--- src/rtl/uart_loop_tester.sv ---
// UART loopback tester: sends an incrementing byte stream and counts echo mismatches and timeouts.
// Define LOOP_TESTER_STOP_ON_ERR_EN to end a run at the first mismatch or timeout.
module uart_loop_tester #(
   parameter int unsigned NUM_BYTES      = 256,
   parameter int unsigned TIMEOUT_CYCLES = 600_000,
   parameter logic [7:0]  SEED           = 8'h00
) (
   input  logic        clk,
   input  logic        reset,
   input  logic        start,
   output logic [7:0]  tx_data,
   output logic        uart_wr,
   input  logic        tx_busy,
   input  logic [7:0]  rx_data,
   input  logic        rx_valid,
   output logic        uart_rd,
   output logic        running,
   output logic        done,
   output logic        pass,
   output logic [15:0] err_count,
   output logic [15:0] timeout_count
);

   localparam int unsigned TW = (TIMEOUT_CYCLES > 1) ? $clog2(TIMEOUT_CYCLES) : 1;

`ifdef LOOP_TESTER_STOP_ON_ERR_EN
   localparam bit STOP_ON_ERR = 1'b1;
`else
   localparam bit STOP_ON_ERR = 1'b0;
`endif

   typedef enum logic [1:0] {
      IDLE,
      SEND,
      WAIT_ECHO,
      DONE
   } state_t;

   state_t          state_q, state_d;
   logic [15:0]     idx_q, idx_d;
   logic [7:0]      exp_q, exp_d;
   logic [15:0]     err_q, err_d;
   logic [15:0]     tmo_q, tmo_d;
   logic [TW-1:0]   wait_q, wait_d;
   logic [7:0]      tx_data_q, tx_data_d;
   logic            wr_q, wr_d;
   logic            rd_q, rd_d;
   logic            rd_block_q, rd_block_d;

   logic            echo_ok;
   logic            advance;
   logic            fail;

   // rx_valid may still reflect the byte just read while the strobe is out and for one cycle after
   assign echo_ok = rx_valid && !rd_q && !rd_block_q;

   always_comb begin
      state_d    = state_q;
      idx_d      = idx_q;
      exp_d      = exp_q;
      err_d      = err_q;
      tmo_d      = tmo_q;
      wait_d     = wait_q;
      tx_data_d  = tx_data_q;
      wr_d       = 1'b0;
      rd_d       = 1'b0;
      rd_block_d = rd_q;
      advance    = 1'b0;
      fail       = 1'b0;

      case (state_q)
         IDLE, DONE: begin
            if (echo_ok) begin
               rd_d = 1'b1;
            end
            if (start) begin
               state_d = SEND;
               idx_d   = '0;
               exp_d   = SEED;
               err_d   = '0;
               tmo_d   = '0;
            end
         end
         SEND: begin
            if (!tx_busy) begin
               tx_data_d = exp_q;
               wr_d      = 1'b1;
               wait_d    = '0;
               state_d   = WAIT_ECHO;
            end
         end
         WAIT_ECHO: begin
            if (echo_ok) begin
               rd_d    = 1'b1;
               advance = 1'b1;
               if (rx_data != exp_q) begin
                  fail = 1'b1;
                  if (err_q != '1) begin
                     err_d = err_q + 16'd1;
                  end
               end
            end else if (wait_q == TW'(TIMEOUT_CYCLES - 1)) begin
               advance = 1'b1;
               fail    = 1'b1;
               if (tmo_q != '1) begin
                  tmo_d = tmo_q + 16'd1;
               end
            end else begin
               wait_d = wait_q + 1'b1;
            end
         end
         default: begin
            state_d = IDLE;
         end
      endcase

      if (advance) begin
         exp_d = exp_q + 8'd1;
         idx_d = idx_q + 16'd1;
         if (({1'b0, idx_q} + 17'd1) == 17'(NUM_BYTES)) begin
            state_d = DONE;
         end else begin
            state_d = SEND;
         end
         if (STOP_ON_ERR && fail) begin
            state_d = DONE;
         end
      end
   end

   always_ff @(posedge clk) begin
      if (reset) begin
         state_q    <= IDLE;
         idx_q      <= '0;
         exp_q      <= '0;
         err_q      <= '0;
         tmo_q      <= '0;
         wait_q     <= '0;
         tx_data_q  <= '0;
         wr_q       <= 1'b0;
         rd_q       <= 1'b0;
         rd_block_q <= 1'b0;
      end else begin
         state_q    <= state_d;
         idx_q      <= idx_d;
         exp_q      <= exp_d;
         err_q      <= err_d;
         tmo_q      <= tmo_d;
         wait_q     <= wait_d;
         tx_data_q  <= tx_data_d;
         wr_q       <= wr_d;
         rd_q       <= rd_d;
         rd_block_q <= rd_block_d;
      end
   end

   assign tx_data       = tx_data_q;
   assign uart_wr       = wr_q;
   assign uart_rd       = rd_q;
   assign running       = (state_q == SEND) || (state_q == WAIT_ECHO);
   assign done          = (state_q == DONE);
   assign pass          = (state_q == DONE) && (err_q == '0) && (tmo_q == '0);
   assign err_count     = err_q;
   assign timeout_count = tmo_q;

endmodule

--- config.mk ---
export PLATFORM = sky130hd
export DESIGN_NAME = uart_loop_tester
export DESIGN_NICKNAME = d
export VERILOG_FILES = /design/src/rtl/uart_loop_tester.sv
export SDC_FILE = /design/constraint.sdc
export NUM_CORES = 1
export LEC_CHECK = 0
export ABC_AREA = 1
export CAP_MARGIN = 20
export CORE_MARGIN = 8
export CORE_UTILIZATION = 52
export CTS_CLUSTER_SIZE = 14
export DETAILED_ROUTE_END_ITERATION = 8
export PLACE_DENSITY = 0.74
export SLEW_MARGIN = 20
export SYNTH_ARGS = -nofsm -noshare
export SYNTH_HDL_FRONTEND = slang
export SYNTH_SLANG_ARGS = --single-unit
--- constraint.sdc ---
create_clock -name clk -period 5.9 [get_ports clk]
set_clock_uncertainty 0.1 [all_clocks]
set_input_delay 1.18 -clock clk [delete_from_list [all_inputs] [get_ports clk]]
set_output_delay 1.18 -clock clk [all_outputs]
set_load 0.02 [all_outputs]
[Word level (Yosys, flattened, before mapping)]
Index checks and enable logic that the tools add are counted.
Storage, ports and cells
  register bits: 89
  input bits: 13
  output and inout port bits: 45
  word-level logic and storage cells: 91
Cells by class
  $add $sub $neg: 6
  equality and inequality tests: 19
  mux-type cells: 28
  bitwise gates (word level): 3
  reduce and logical (&&, ||, !) cells: 25
Operators with widths (count)
  2-to-1 mux 16 bit: 9
  one-hot mux 16 bit (2 select lines): 2
  2-to-1 mux 20 bit: 3
  adder 16 x 1 -> 16 bit (second input constant): 3
  one-hot mux 20 bit (2 select lines): 1
  logical NOT 16 bit: 2
  inequality test 16 bit (second input constant): 2
  2-to-1 mux 8 bit: 3
  adder 20 x 1 -> 20 bit (second input constant): 1
  equality test 20 bit (second input constant): 1
  inequality test 2 bit (second input constant): 9
  adder 16 x 1 -> 17 bit (second input constant): 1
  equality test 17 x 9 -> 1 bit (second input constant): 1
  AND reduction 5 bit: 2
  adder 8 x 1 -> 8 bit (second input constant): 1
  2-to-1 mux 2 bit: 4
  inequality test 8 bit: 1
  nonzero test 2 bit: 4
  inequality test 3 bit (second input constant): 2
  OR reduction 2 bit: 3
  2-to-1 mux 1 bit: 5
  equality test 2 bit (second input constant): 2
  logical AND 1 bit: 4
  one-hot mux 2 bit (2 select lines): 1
  10 further kinds: 14

[Logic depth before layout (Yosys ltp)]
  depth in word-level cells: 7
  gate-level depth with buffers: 13
  depth with buffers taken out: 12

[Worst setup path before layout]
Ideal clock, no wire load.
  path type: register -> output
  start: register tmo_q[11], in the netlist timeout_count[11]
  end: output pass
  data arrival time: 1.624 ns
  data required time: 4.620 ns
  setup slack: 2.996 ns
  cell stages (with the launch flop): 3
  buffers on the path: 0
  cells stage by stage: dfxtp_1 or4_1 nor4_1
On the way
  word-level cells in the longest chain between the ends: 2
Ends and longest elaborated chain
  start, declared: line 43  | logic [15:0] tmo_q, tmo_d;
  start signal, assigned: line 148  | tmo_q <= tmo_d;
  logical NOT 16 bit: line 162  | assign pass = (state_q == DONE) && (err_q == '0) && (tmo_q == '0);
  logical AND 1 bit: line 162
  end, declared: line 19  | output logic pass,
No other way between the ends.

[Final worst setup path]
Ends and elaborated chain as after synthesis.

==> out/results.tsv <==
metric	value	unit
wl_per_cell	13.60	um
gp_congestion	0.9391	
crit_arrival	2.29	ns
avgSynthCellArea	6.560	um2
ios	58	
finish.utilization	60.66	%
die_h	117.7	um
gr-total-overflow	0	
maxCapViolations	0	
cts_max_level	3	
required	4.62	ns
clock_path_buffers	2	
timing.rr.start	state_q[0]	
rsz0062_at_grt	no	
async_flop_share	0	%
dr.pass1.iters	5	
synth_edf_count	0	
routed_wl	13640	um
synth_seq_area_share	33.12	%
path_max_fanout	6	
synth_area_leaders	dfxtp_1 (33%), nand2_1 (14%), nor2_1 (7.8%), nand3_1 (7.7%), a21oi_1 (7.4%)	
finalCritPeriodShare	60.51	%
hold_end	rd_block_q	
hold_path_class	reg -> reg	
synth_top_area_cell	dfxtp_1	
fp-row-count	37	
synth_cells	820	
tns	0	ns
setup_viol	0	
placed_cells	987	
ff2ff_setup_slack	2.57	ns
layout-drive-gt1-share	4.729	%
cts_root_buffer	clkbuf_8	
grt_pass1_wl	23410	um
status	finished clean	
pwr_density_cell	303.2	nW/um2
cts_tree	yes	
drt_iter0_drc	404	
leakage	2.065	nW
antenna_found_initial	0	
synth_cell_type_count	42	
port_buffers	57	
r2r_cells	6	
ys_seq_elements	89	
dp_hpwl	9809	um
max_slew_margin	33.86	%
mostFrequentLayoutCell	nand2_1	
fillCellCount	977	
clock-sinks	89	
clock_latency	0.37	ns
grt_pass1_vias	5165	
synth.top_cell.area_share	33.12	%
avgViaCountPerCell	5.416	
worst_pin_slew	0.9911	ns
antenna_left	0	
grt_usage	19.81	%
cp-startpoint	timeout_count[11]	
slew_violations	0	
ys.flop_type	dfxtp_1	
yosys_warnings	0	
clkTransAtPathRegs	0.09	ns
syn_area	5379	um2
coreArea	10180	um2
start_util	52.81	%
area_delta_synth_final	14.86	%
synthesis.nets	845	
grt_max_degree	62	
die_w	117.7	um
dr_total_vias	5432	
cp-end-kind	output port	
cts_buffers	9	
worstSetupPathType	reg -> out	
drcViolationCount	0	
min_from	uart_rd	
n_antenna_cell	0	
holdWs	0.3827	ns
layout_common_cells	nand2_1 (195), nor2_1 (112), dfxtp_1 (89)	
r2r-end	exp_q[6]	
post_cts_buffers	0	
period_needed	3.570	ns
nets	887	
irDropWorstVdd	0.0001839	V
holdBufCountCts	0	
die-area	13850	um2
cp-start-kind	register	
final_cells	1003	
ctsResizeCount	0	
holdPathStages	2	
fmax	0.2801	GHz
hold_viol_final	0	
worst max-delay path: stages (launching register included):
cell,delay [ns]
dfxtp_1,0.38
or4_1,0.55
nor4_1,0.32
clkdlybuf4s50_1,0.68
registers in the layout (all words and copies together) (netlist names), 2 cells and up:
signal         count
state_q            2
err_count         16
exp_q              8
wait_q            20
timeout_count     16
tx_data            8
idx_q             16
Yosys cell counts, types with 6 or more instances:
cell type and number:
a21oi_1 79, xnor2_1 9, clkbuf_1 12, buf_2 6, nor3_1 25, nand3_1 83
nand4_1 19, xor2_1 26, dfxtp_1 89, nand2_1 195, nor2_1 112, o21ai_0 32
inv_1 70, ha_1 12, nor4_1 6
worst max-delay path by stage:
stage	cells past startpoint	slack, ns	to
global placement	8	2.52	wait_q[0]
floorplan	2	3.00	pass
finish	3	2.33	pass
CTS	4	2.28	pass
detailed placement	8	2.42	wait_q[0]
global route	4	2.18	pass
kinds of logic after synthesis:
kind of cell / after synthesis / share of synthesized area (%)
AOI/OAI and AO/OA: 122 / 12.10
xor gates and xnor gates: 35 / 5.699
buffers and inverters: 98 / 8.095
DFF: 89 / 33.12
and+or+nand+nor: 464 / 38.19
adders and majority gates: 12 / 2.791
per-layer routing:
metal | track usage [%] | routed length (um) | part of all wire [%] | vias to the layer above
met3 | 3.070 | 466 | 3.4 | 20
met1 | 23.30 | 6108 | 45 | 2535
met4 | 8.967 | 315 | 2.3 | 0
met2 | 34.73 | 6753 | 49 | 103
li1 | - | - | - | 2774
met5 | 0 | 0 | 0 | -
per-stage QoR:
step / worst slack (ns) / instance area (um2) / power [mW]
floorplan: 2.996 / 5379 / 1.284
global placement: 2.523 / 5953 / 1.401
detailed placement: 2.422 / 5953 / 1.418
CTS: 2.277 / 6178 / 1.885
global route: 2.183 / 6178 / 1.980
finish: 2.330 / 6178 / 1.874
area by class of cell:
class	instances	area (um2)	share of cell area [%]
tap	136	170.2	2.754
multi-input combinational	633	3162	51.17
sequential	89	1782	28.84
timing repair buffer	58	573.1	9.275
clock buffer	13	178.9	2.896
inverter	71	266.5	4.313
clock inverter	3	46.29	0.7493
power by group:
part,internal (mW),total [mW],switching [mW]
sequential,0.637,0.675,0.0378
combinational,0.178,0.734,0.556
clock,0.243,0.465,0.222
Power figures use the tool's default switching activity.
